[src/rtl/fpga_reset_seq.sv]
// Power-up reset sequencer: cycles the clock generator until it locks, holds the
// core in reset for a settling period, then watches lock and core-clock activity.
module fpga_reset_seq #(
    parameter int DCM_RST_CYCLES = 16,
    parameter int LOCK_TIMEOUT   = 65535,
    parameter int HOLD_CYCLES    = 1024,
    parameter int ACT_WINDOW     = 256,
    parameter int MAX_RETRY      = 7,
    parameter int DEBOUNCE       = 4
) (
    input  logic       clk50,
    input  logic       reset_n,
    input  logic       dcm_locked,
    input  logic       clk1x_mon,
    input  logic [7:0] slideswitch,
    output logic       dcm_reset,
    output logic       sys_reset,
    output logic [7:0] switches,
    output logic [1:0] state,
    output logic [3:0] retry_count,
    output logic       fault
);

    typedef enum logic [1:0] {
        DRST  = 2'd0,
        WLOCK = 2'd1,
        HOLD  = 2'd2,
        RUN   = 2'd3
    } state_t;

    localparam int MAX_A   = (DCM_RST_CYCLES > LOCK_TIMEOUT) ? DCM_RST_CYCLES : LOCK_TIMEOUT;
    localparam int MAX_B   = (HOLD_CYCLES > ACT_WINDOW) ? HOLD_CYCLES : ACT_WINDOW;
    localparam int CNT_MAX = (MAX_A > MAX_B) ? MAX_A : MAX_B;
    localparam int CNT_W   = $clog2(CNT_MAX + 1);
    localparam int DB_W    = $clog2(DEBOUNCE + 1);

    localparam logic [CNT_W-1:0] DRST_LAST    = CNT_W'(DCM_RST_CYCLES - 1);
    localparam logic [CNT_W-1:0] TIMEOUT_LAST = CNT_W'(LOCK_TIMEOUT - 1);
    localparam logic [CNT_W-1:0] HOLD_LAST    = CNT_W'(HOLD_CYCLES - 1);
    localparam logic [CNT_W-1:0] ACT_LAST     = CNT_W'(ACT_WINDOW - 1);
    localparam logic [CNT_W-1:0] ACT_SAT      = CNT_W'(ACT_WINDOW);
    localparam logic [DB_W-1:0]  DB_LAST      = DB_W'(DEBOUNCE - 1);
    localparam logic [3:0]       RETRY_LIMIT  = 4'(MAX_RETRY);

    // Bit 0 lock, bit 1 core clock monitor, bits 9:2 switches.
    logic [9:0] sync_a, sync_b;
    logic       mon_d;
    logic       lock_s, mon_s, mon_edge;
    logic [7:0] sw_s;

    always_ff @(posedge clk50 or negedge reset_n) begin
        if (!reset_n) begin
            sync_a <= '0;
            sync_b <= '0;
            mon_d  <= 1'b0;
        end else begin
            sync_a <= {slideswitch, clk1x_mon, dcm_locked};
            sync_b <= sync_a;
            mon_d  <= sync_b[1];
        end
    end

    assign lock_s   = sync_b[0];
    assign mon_s    = sync_b[1];
    assign sw_s     = sync_b[9:2];
    assign mon_edge = mon_s ^ mon_d;

    state_t           state_q, state_d;
    logic [CNT_W-1:0] cnt_q, cnt_d;
    logic [3:0]       retry_q, retry_d;
    logic             fault_q, fault_d;
    logic [3:0]       retry_inc;

    assign retry_inc = retry_q + 4'd1;

    always_ff @(posedge clk50 or negedge reset_n) begin
        if (!reset_n) begin
            state_q <= DRST;
            cnt_q   <= '0;
            retry_q <= '0;
            fault_q <= 1'b0;
        end else begin
            state_q <= state_d;
            cnt_q   <= cnt_d;
            retry_q <= retry_d;
            fault_q <= fault_d;
        end
    end

    // One shared cycle counter, cleared on every state entry.
    always_comb begin
        state_d = state_q;
        cnt_d   = cnt_q;
        retry_d = retry_q;
        fault_d = fault_q;
        case (state_q)
            DRST: begin
                if (cnt_q == DRST_LAST) begin
                    state_d = WLOCK;
                    cnt_d   = '0;
                end else begin
                    cnt_d = cnt_q + CNT_W'(1);
                end
            end
            WLOCK: begin
                // Once faulted the sequencer parks here until reset_n.
                if (!fault_q) begin
                    if (lock_s) begin
                        state_d = HOLD;
                        cnt_d   = '0;
                        retry_d = '0;
                    end else if (cnt_q == TIMEOUT_LAST) begin
                        retry_d = retry_inc;
                        if (retry_inc == RETRY_LIMIT) begin
                            fault_d = 1'b1;
                        end else begin
                            state_d = DRST;
                            cnt_d   = '0;
                        end
                    end else begin
                        cnt_d = cnt_q + CNT_W'(1);
                    end
                end
            end
            HOLD: begin
                if (!lock_s) begin
                    state_d = DRST;
                    cnt_d   = '0;
                end else if (cnt_q == HOLD_LAST) begin
                    state_d = RUN;
                    cnt_d   = '0;
                end else begin
                    cnt_d = cnt_q + CNT_W'(1);
                end
            end
            RUN: begin
                if (!lock_s || (!mon_edge && cnt_q == ACT_LAST)) begin
                    state_d = DRST;
                    cnt_d   = '0;
                end else if (mon_edge) begin
                    cnt_d = '0;
                end else if (cnt_q != ACT_SAT) begin
                    cnt_d = cnt_q + CNT_W'(1);
                end
            end
            default: begin
                state_d = DRST;
                cnt_d   = '0;
            end
        endcase
    end

    // Decoded straight from the state register so sys_reset reasserts the cycle RUN is left.
    assign dcm_reset   = (state_q == DRST);
    assign sys_reset   = (state_q != RUN);
    assign state       = state_q;
    assign retry_count = retry_q;
    assign fault       = fault_q;

    logic [7:0]      switches_q;
    logic [DB_W-1:0] db_cnt [0:7];

    always_ff @(posedge clk50 or negedge reset_n) begin
        if (!reset_n) begin
            switches_q <= '0;
            for (int i = 0; i < 8; i++) begin
                db_cnt[i] <= '0;
            end
        end else begin
            for (int i = 0; i < 8; i++) begin
                if (sw_s[i] == switches_q[i]) begin
                    db_cnt[i] <= '0;
                end else if (db_cnt[i] == DB_LAST) begin
                    switches_q[i] <= sw_s[i];
                    db_cnt[i]     <= '0;
                end else begin
                    db_cnt[i] <= db_cnt[i] + DB_W'(1);
                end
            end
        end
    end

    assign switches = switches_q;

endmodule

[config.mk]
export PLATFORM = sky130hd
export DESIGN_NAME = fpga_reset_seq
export DESIGN_NICKNAME = d
export VERILOG_FILES = /design/src/rtl/fpga_reset_seq.sv
export SDC_FILE = /design/constraint.sdc
export NUM_CORES = 1
export LEC_CHECK = 0
export CAP_MARGIN = 20
export CORE_AREA = 2 2 94 96
export CTS_CLUSTER_SIZE = 24
export DETAILED_ROUTE_END_ITERATION = 10
export DIE_AREA = 0 0 96 98
export PLACE_DENSITY = 0.65
export SLEW_MARGIN = 20
export SYNTH_ARGS = -nofsm -noshare
export SYNTH_HDL_FRONTEND = slang
export SYNTH_SLANG_ARGS = --single-unit
[constraint.sdc]
create_clock -name clk50 -period 2.3 [get_ports clk50]
set_clock_uncertainty 0.15 [all_clocks]
set_input_delay 0.69 -clock clk50 [delete_from_list [all_inputs] [get_ports clk50]]
set_output_delay 0.69 -clock clk50 [all_outputs]
set_load 0.02 [all_outputs]
==> results of run 1 <==
[metrics by stage]
stage	hold slack (ns)	setup slack (ns)	cell area, um2	std cells
CTS	0.167	-0.115	4250	463
detailed placement	0.185	-0.127	3980	445
global route	0.192	-0.174	4410	469
floorplan	0.181	-0.0719	3330	280
finish	0.161	-0.0847	4410	469
global placement	0.184	-0.0666	3980	445
[metal layers]
layer  wire length, um  up-vias  global-route usage [%]
met5                 0        -                       0
met4               146        0                    5.82
met3               256       14                    4.24
met2              2960       39                    21.8
met1              2820     1178                    19.6
li1                  -     1151                       -
[area by class of cell]
type / instances / share of cell area [%]
sequential: 76 / 43.1
multi-input combinational: 195 / 34.5
timing repair buffer: 70 / 14.7
tap: 108 / 3.06
clock buffer: 11 / 2.98
clock inverter: 4 / 1.16
inverter: 5 / 0.482
[sequential cells by signal (all words and copies together) (netlist names)]
| name | cells |
|---|---|
| switches | 8 |
| sync_b | 10 |
| sync_a | 10 |
| db_cnt | 24 |
| cnt_q | 16 |
| state | 2 |
| retry_count | 4 |
| fault | 1 |
| mon_d | 1 |
[cell families (layout without fill, tap and decap cells)]
family | count (synthesis) | count (layout) | synth area share, %
xor gates and xnor gates | 11 | 11 | 2.92
and+or+nand+nor | 117 | 117 | 19.3
AOI/OAI and AO/OA | 45 | 45 | 10.6
adders and majority gates | 13 | 13 | 4.94
buffers and inverters | 9 | 90 | 1.48
muxes | 9 | 9 | 3.08
DFF | 76 | 76 | 57.7
[worst min path at each step]
stage | from | endpoint | cells after the start
after detailed placement | sync_a[5]$_DFF_PN0_ | sync_b[5]$_DFF_PN0_ | 0
after global routing | reset_n | sync_b[4]$_DFF_PN0_ | 1
after CTS | reset_n | switches[2]$_DFFE_PN0P_ | 1
final | reset_n | db_cnt[14]$_DFF_PN0_ | 1
after floorplan | sync_a[0]$_DFF_PN0_ | sync_b[0]$_DFF_PN0_ | 0
after global placement | sync_a[9]$_DFF_PN0_ | sync_b[9]$_DFF_PN0_ | 0
[cells in the mapped netlist, drive strengths merged]
library cell	number
nor3	13
nand2	24
nand3b	1
nand4	4
buf	2
ha	13
nor2	22
dfrtp	76
nor3b	16
mux2	9
nand2b	1
a211o	1
and4	2
xor2	3
a21oi	2
nor4	3
o211ai	1
o211a	1
or3	1
nor4bb	1
a21o	8
and3	5
o31ai	2
xnor2	8
inv	5
nand4bb	1
o21bai	1
nor2b	13
o41ai	1
o21ai	18
or4	1
a22o	9
nand3	9
a221oi	1
clkbuf	2
[power by group]
| group | total, mW | leakage, nW | internal (mW) | switching [mW] |
|---|---|---|---|---|
| logic | 1.93 | 1.05 | 1.01 | 0.922 |
| clock network | 0.959 | 0.0894 | 0.496 | 0.462 |
| registers | 1.83 | 0.968 | 1.61 | 0.214 |
[timing repair]
action	CTS	global route
setup endpoints to repair	20	24
resized for setup	15	28
pin swaps	17	12
setup buffers	3	6
gates cloned	0	0
==> impl_metrics.tcl, run 1 <==
set metrics [dict create \
    period_share_pct 104 \
    r2r_slack_ns -0.08 \
    path_clk_slew_ns 0.08 \
    violations "negative setup slack" \
    antennaDiodeCount 0 \
    cts_tree "yes" \
    grt_pass1_vias 2328 \
    drv_slew 0 \
    numCtsBuffers 9 \
    track_usage_pct 14.5 \
    final_cell_mix "dfrtp_1, buf_4, nand2_1" \
    power_mw 4.71 \
    rsz0062_at_grt "yes" \
    dieArea_mm2 0.00941 \
    cts.sinks 76 \
    crit_start "cnt_q[10]$_DFFE_PN0P_" \
    ant_nets 0 \
    setup_viol_count_final 16 \
    slowest_delay_ns 0.59 \
    syn_inst 280 \
    grt_overflow_total 0 \
    rr_endpoint "cnt_q[3]$_DFFE_PN0P_" \
    fillCellCount 731 \
    syn-num-nets 305 \
    leakage_nw 2.10 \
    fmax_ghz 0.419 \
    grt_pass1_wl_um 10700 \
    grt_max_degree 40 \
    drt_wl_total_um 6180 \
    syn_to_final_growth_pct 33.9 \
    path_depth 8 \
    slew_headroom_pct 65.8 \
    final_core_util_pct 52.1 \
    num_vias 2382 \
    firstDrtPassIters 4 \
    yosys_warnings 0 \
    ys_seq_elements 76 \
    cap_viol_max_count 0 \
    final_nets 382 \
    synth-seq-area-share_pct 57.7 \
    dr.first_iter.drc_count 115 \
    worst_ep_required_time_ns 2.38 \
    io_pins 29 \
    finalSetupTns_ns -1.01 \
    cts_max_path_buffers 2 \
    worstReg2RegStart "cnt_q[10]$_DFFE_PN0P_" \
    crit_end "cnt_q[3]$_DFFE_PN0P_" \
    avgViaCountPerCell 5.08 \
    clk_latency_ns 0.34 \
    worstSetupStartpointType "flop" \
    netlist.area_leader.share_pct 57.7 \
    layout_setup_ws_ns -0.0847 \
    multi_input_area_mm2 0.00152 \
    path_delay_family "simple AND/OR/NAND/NOR gates" \
    portBuffers 28 \
    synth_top_area_cell "dfrtp_1" \
    status "finished, violations left" \
    worstHoldPathType "input port to asynchronous set/reset pin" \
    num_rows 34 \
    crit_path_end_kind "flop" \
    drive_gt1_share_pct 25.8 \
    avgSynthCellArea_um2 11.8 \
    mostFrequentLayoutCell "dfrtp_1" \
    cp_num_buf_inv 2 \
    ys_types 39 \
    hold_violations 0 \
    core_area_mm2 0.00847 \
    antenna_found_initial 0 \
    reg2reg_depth 8 \
    die_h_um 98 \
    path_common_cell "o21ai_2" \
    htree_num_levels 3 \
    initial_core_util_pct 38.9 \
    worst-path-max-fanout 6 \
    place_congestion 0.831 \
    dpl.hpwl_um 4350 \
    cts_hold_buf 0 \
    cp.arrival_ns 2.47 \
    critPathSlowestCell "or4_4" \
    peakVddDrop_mv 0.412 \
    fin_crit_ns 2.38 \
    drt_drc_violations_left 0 \
    path_cells "or4_4, nor4_4, o21ai_2, a221oi_4, buf_4, buf_6, o21ai_2, a22o_1" \
    wire_per_inst_um 13.2 \
    tightestPinTransition_ns 0.513 \
    die_width_um 96 \
    p_per_area_mw_per_mm2 1070 \
    cts-root-buf "clkbuf_8" \
    netlist_area_mm2 0.00330 \
    yosys-top-cells-area "dfrtp_1, ha_1, nor3b_1" \
    critPathKind "flop to flop" \
    regArea_mm2 0.00190 \
]
Note: power is estimated with default switching activity, not from simulation.
==> run 2, diff against run 1 <==
--- a/config.mk
+++ b/config.mk
@@ -10,6 +10,7 @@
 export CTS_CLUSTER_SIZE = 24
 export DETAILED_ROUTE_END_ITERATION = 10
 export DIE_AREA = 0 0 96 98
+export MAX_ROUTING_LAYER = met4
 export PLACE_DENSITY = 0.65
 export SLEW_MARGIN = 20
 export SYNTH_ARGS = -nofsm -noshare
==> impl_metrics.tcl, run 2 (same netlist as run 1, synthesis figures left out) <==
set metrics [dict create \
    grt_pass1_vias 2274 \
    numCtsBuffers 9 \
    rsz0062_at_grt "yes" \
    period_share_pct 103 \
    fin_crit_ns 2.38 \
    die_width_um 96 \
    mostFrequentLayoutCell "dfrtp_1" \
    worstReg2RegStart "cnt_q[4]$_DFFE_PN0P_" \
    cts_tree "yes" \
    dieArea_mm2 0.00941 \
    cp.arrival_ns 2.45 \
    firstDrtPassIters 4 \
    tightestPinTransition_ns 0.439 \
    track_usage_pct 14.5 \
    crit_start "cnt_q[4]$_DFFE_PN0P_" \
    slew_headroom_pct 70.7 \
    worstSetupStartpointType "flop" \
    final_nets 374 \
    grt_max_degree 36 \
    layout_setup_ws_ns -0.0782 \
    peakVddDrop_mv 0.514 \
    initial_core_util_pct 38.9 \
    timing.hold.ws_ns 0.138 \
    cap_viol_max_count 0 \
    avgViaCountPerCell 4.90 \
    cts.sinks 76 \
    dr.first_iter.drc_count 110 \
    grt_pass1_wl_um 10500 \
    io_pins 29 \
    dpl.hpwl_um 4360 \
    drv_slew 0 \
    fillCellCount 765 \
    critPathKind "flop to flop" \
    crit_path_end_kind "flop" \
    fmax_ghz 0.420 \
    status "finished, violations left" \
    wire_per_inst_um 12.9 \
    antennaDiodeCount 0 \
    leakage_nw 1.99 \
    htree_num_levels 3 \
    finalSetupTns_ns -0.785 \
    final_cell_mix "dfrtp_1, buf_4, nand2_1" \
    clk_latency_ns 0.34 \
    p_per_area_mw_per_mm2 1050 \
    drt_wl_total_um 5980 \
    cts_hold_buf 0 \
    worstHoldPathType "input port to asynchronous set/reset pin" \
    setup_viol_count_final 15 \
    cts-root-buf "clkbuf_8" \
    place_congestion 0.862 \
    largest-register "db_cnt" \
    worst_ep_required_time_ns 2.38 \
    drive_gt1_share_pct 21.5 \
    hold_violations 0 \
    violations "negative setup slack" \
    worst-path-max-fanout 6 \
    syn_to_final_growth_pct 28.5 \
    largest_reg_flops 24 \
    ant_nets 0 \
    core_area_mm2 0.00847 \
    die_h_um 98 \
    grt_overflow_total 0 \
    num_rows 34 \
    drt_drc_violations_left 0 \
    portBuffers 28 \
    cts_max_path_buffers 2 \
    top_regs "db_cnt: 24 flops, cnt_q: 16 flops" \
    power_mw 4.44 \
    antenna_found_initial 0 \
    num_vias 2263 \
    path_clk_slew_ns 0.08 \
]
## run 2: per-stage QoR
step | setup WS, ns | utilization (%) | cells | cell area, um2
6_report | -0.0782 | 50.0 | 462 | 4240
2_1_floorplan | -0.0719 | - | 280 | 3330
4_1_cts | -0.0770 | 49.7 | 461 | 4210
3_3_place_gp | -0.105 | 46.8 | 442 | 3960
3_5_place_dp | -0.130 | 46.8 | 442 | 3960
5_1_grt | -0.174 | 50.0 | 462 | 4240
## run 2: worst max-delay path, stage by stage (launching register included)
cell	delay (ns)
dfrtp_1	0.40
nor4_2	0.33
nand2_1	0.15
o41ai_4	0.34
o21ai_2	0.12
a221oi_4	0.32
nor2_4	0.12
buf_12	0.15
a22o_1	0.19
## run 2: layout make-up
cell class	count	area [um2]	share of cell area, %
Inverter	5	18.8	0.443
Clock inverter	6	38.8	0.916
Sequential cell	76	1900	44.9
Tap cell	108	135	3.19
Clock buffer	10	138	3.25
Multi-Input combinational cell	195	1440	33.9
Timing Repair Buffer	62	568	13.4
## run 2: where the power goes
part           switching, mW  internal [mW]  total [mW]
logic                  0.836          0.879        1.72
clock network          0.486          0.419       0.905
registers              0.210           1.61        1.82
## run 2: worst paths after layout
check,to,slack [ns],cells after the start
max,cnt_q[5]$_DFFE_PN0P_,-0.08,8
min,switches[1]$_DFFE_PN0P_,0.14,1
max reg2reg,cnt_q[5]$_DFFE_PN0P_,-0.08,8
min reg2reg,sync_b[8]$_DFF_PN0_,0.20,0
max in group asynchronous,sync_a[8]$_DFF_PN0_,1.34,2
min in group clk50,sync_b[8]$_DFF_PN0_,0.20,0
## run 2: timing repair
| item | CTS | global route |
|---|---|---|
| buffers inserted | 3 | 1 |
| endpoints found under the setup margin | 21 | 21 |
| pin swaps | 13 | 6 |
| gates cloned | 0 | 0 |
| resized for setup | 15 | 6 |
## run 2: layer usage
layer	share of wire (%)	track usage [%]
met4	0.72	3.19
met1	49	19.6
met3	3.8	4.63
met2	46	21.5
met5	0	-
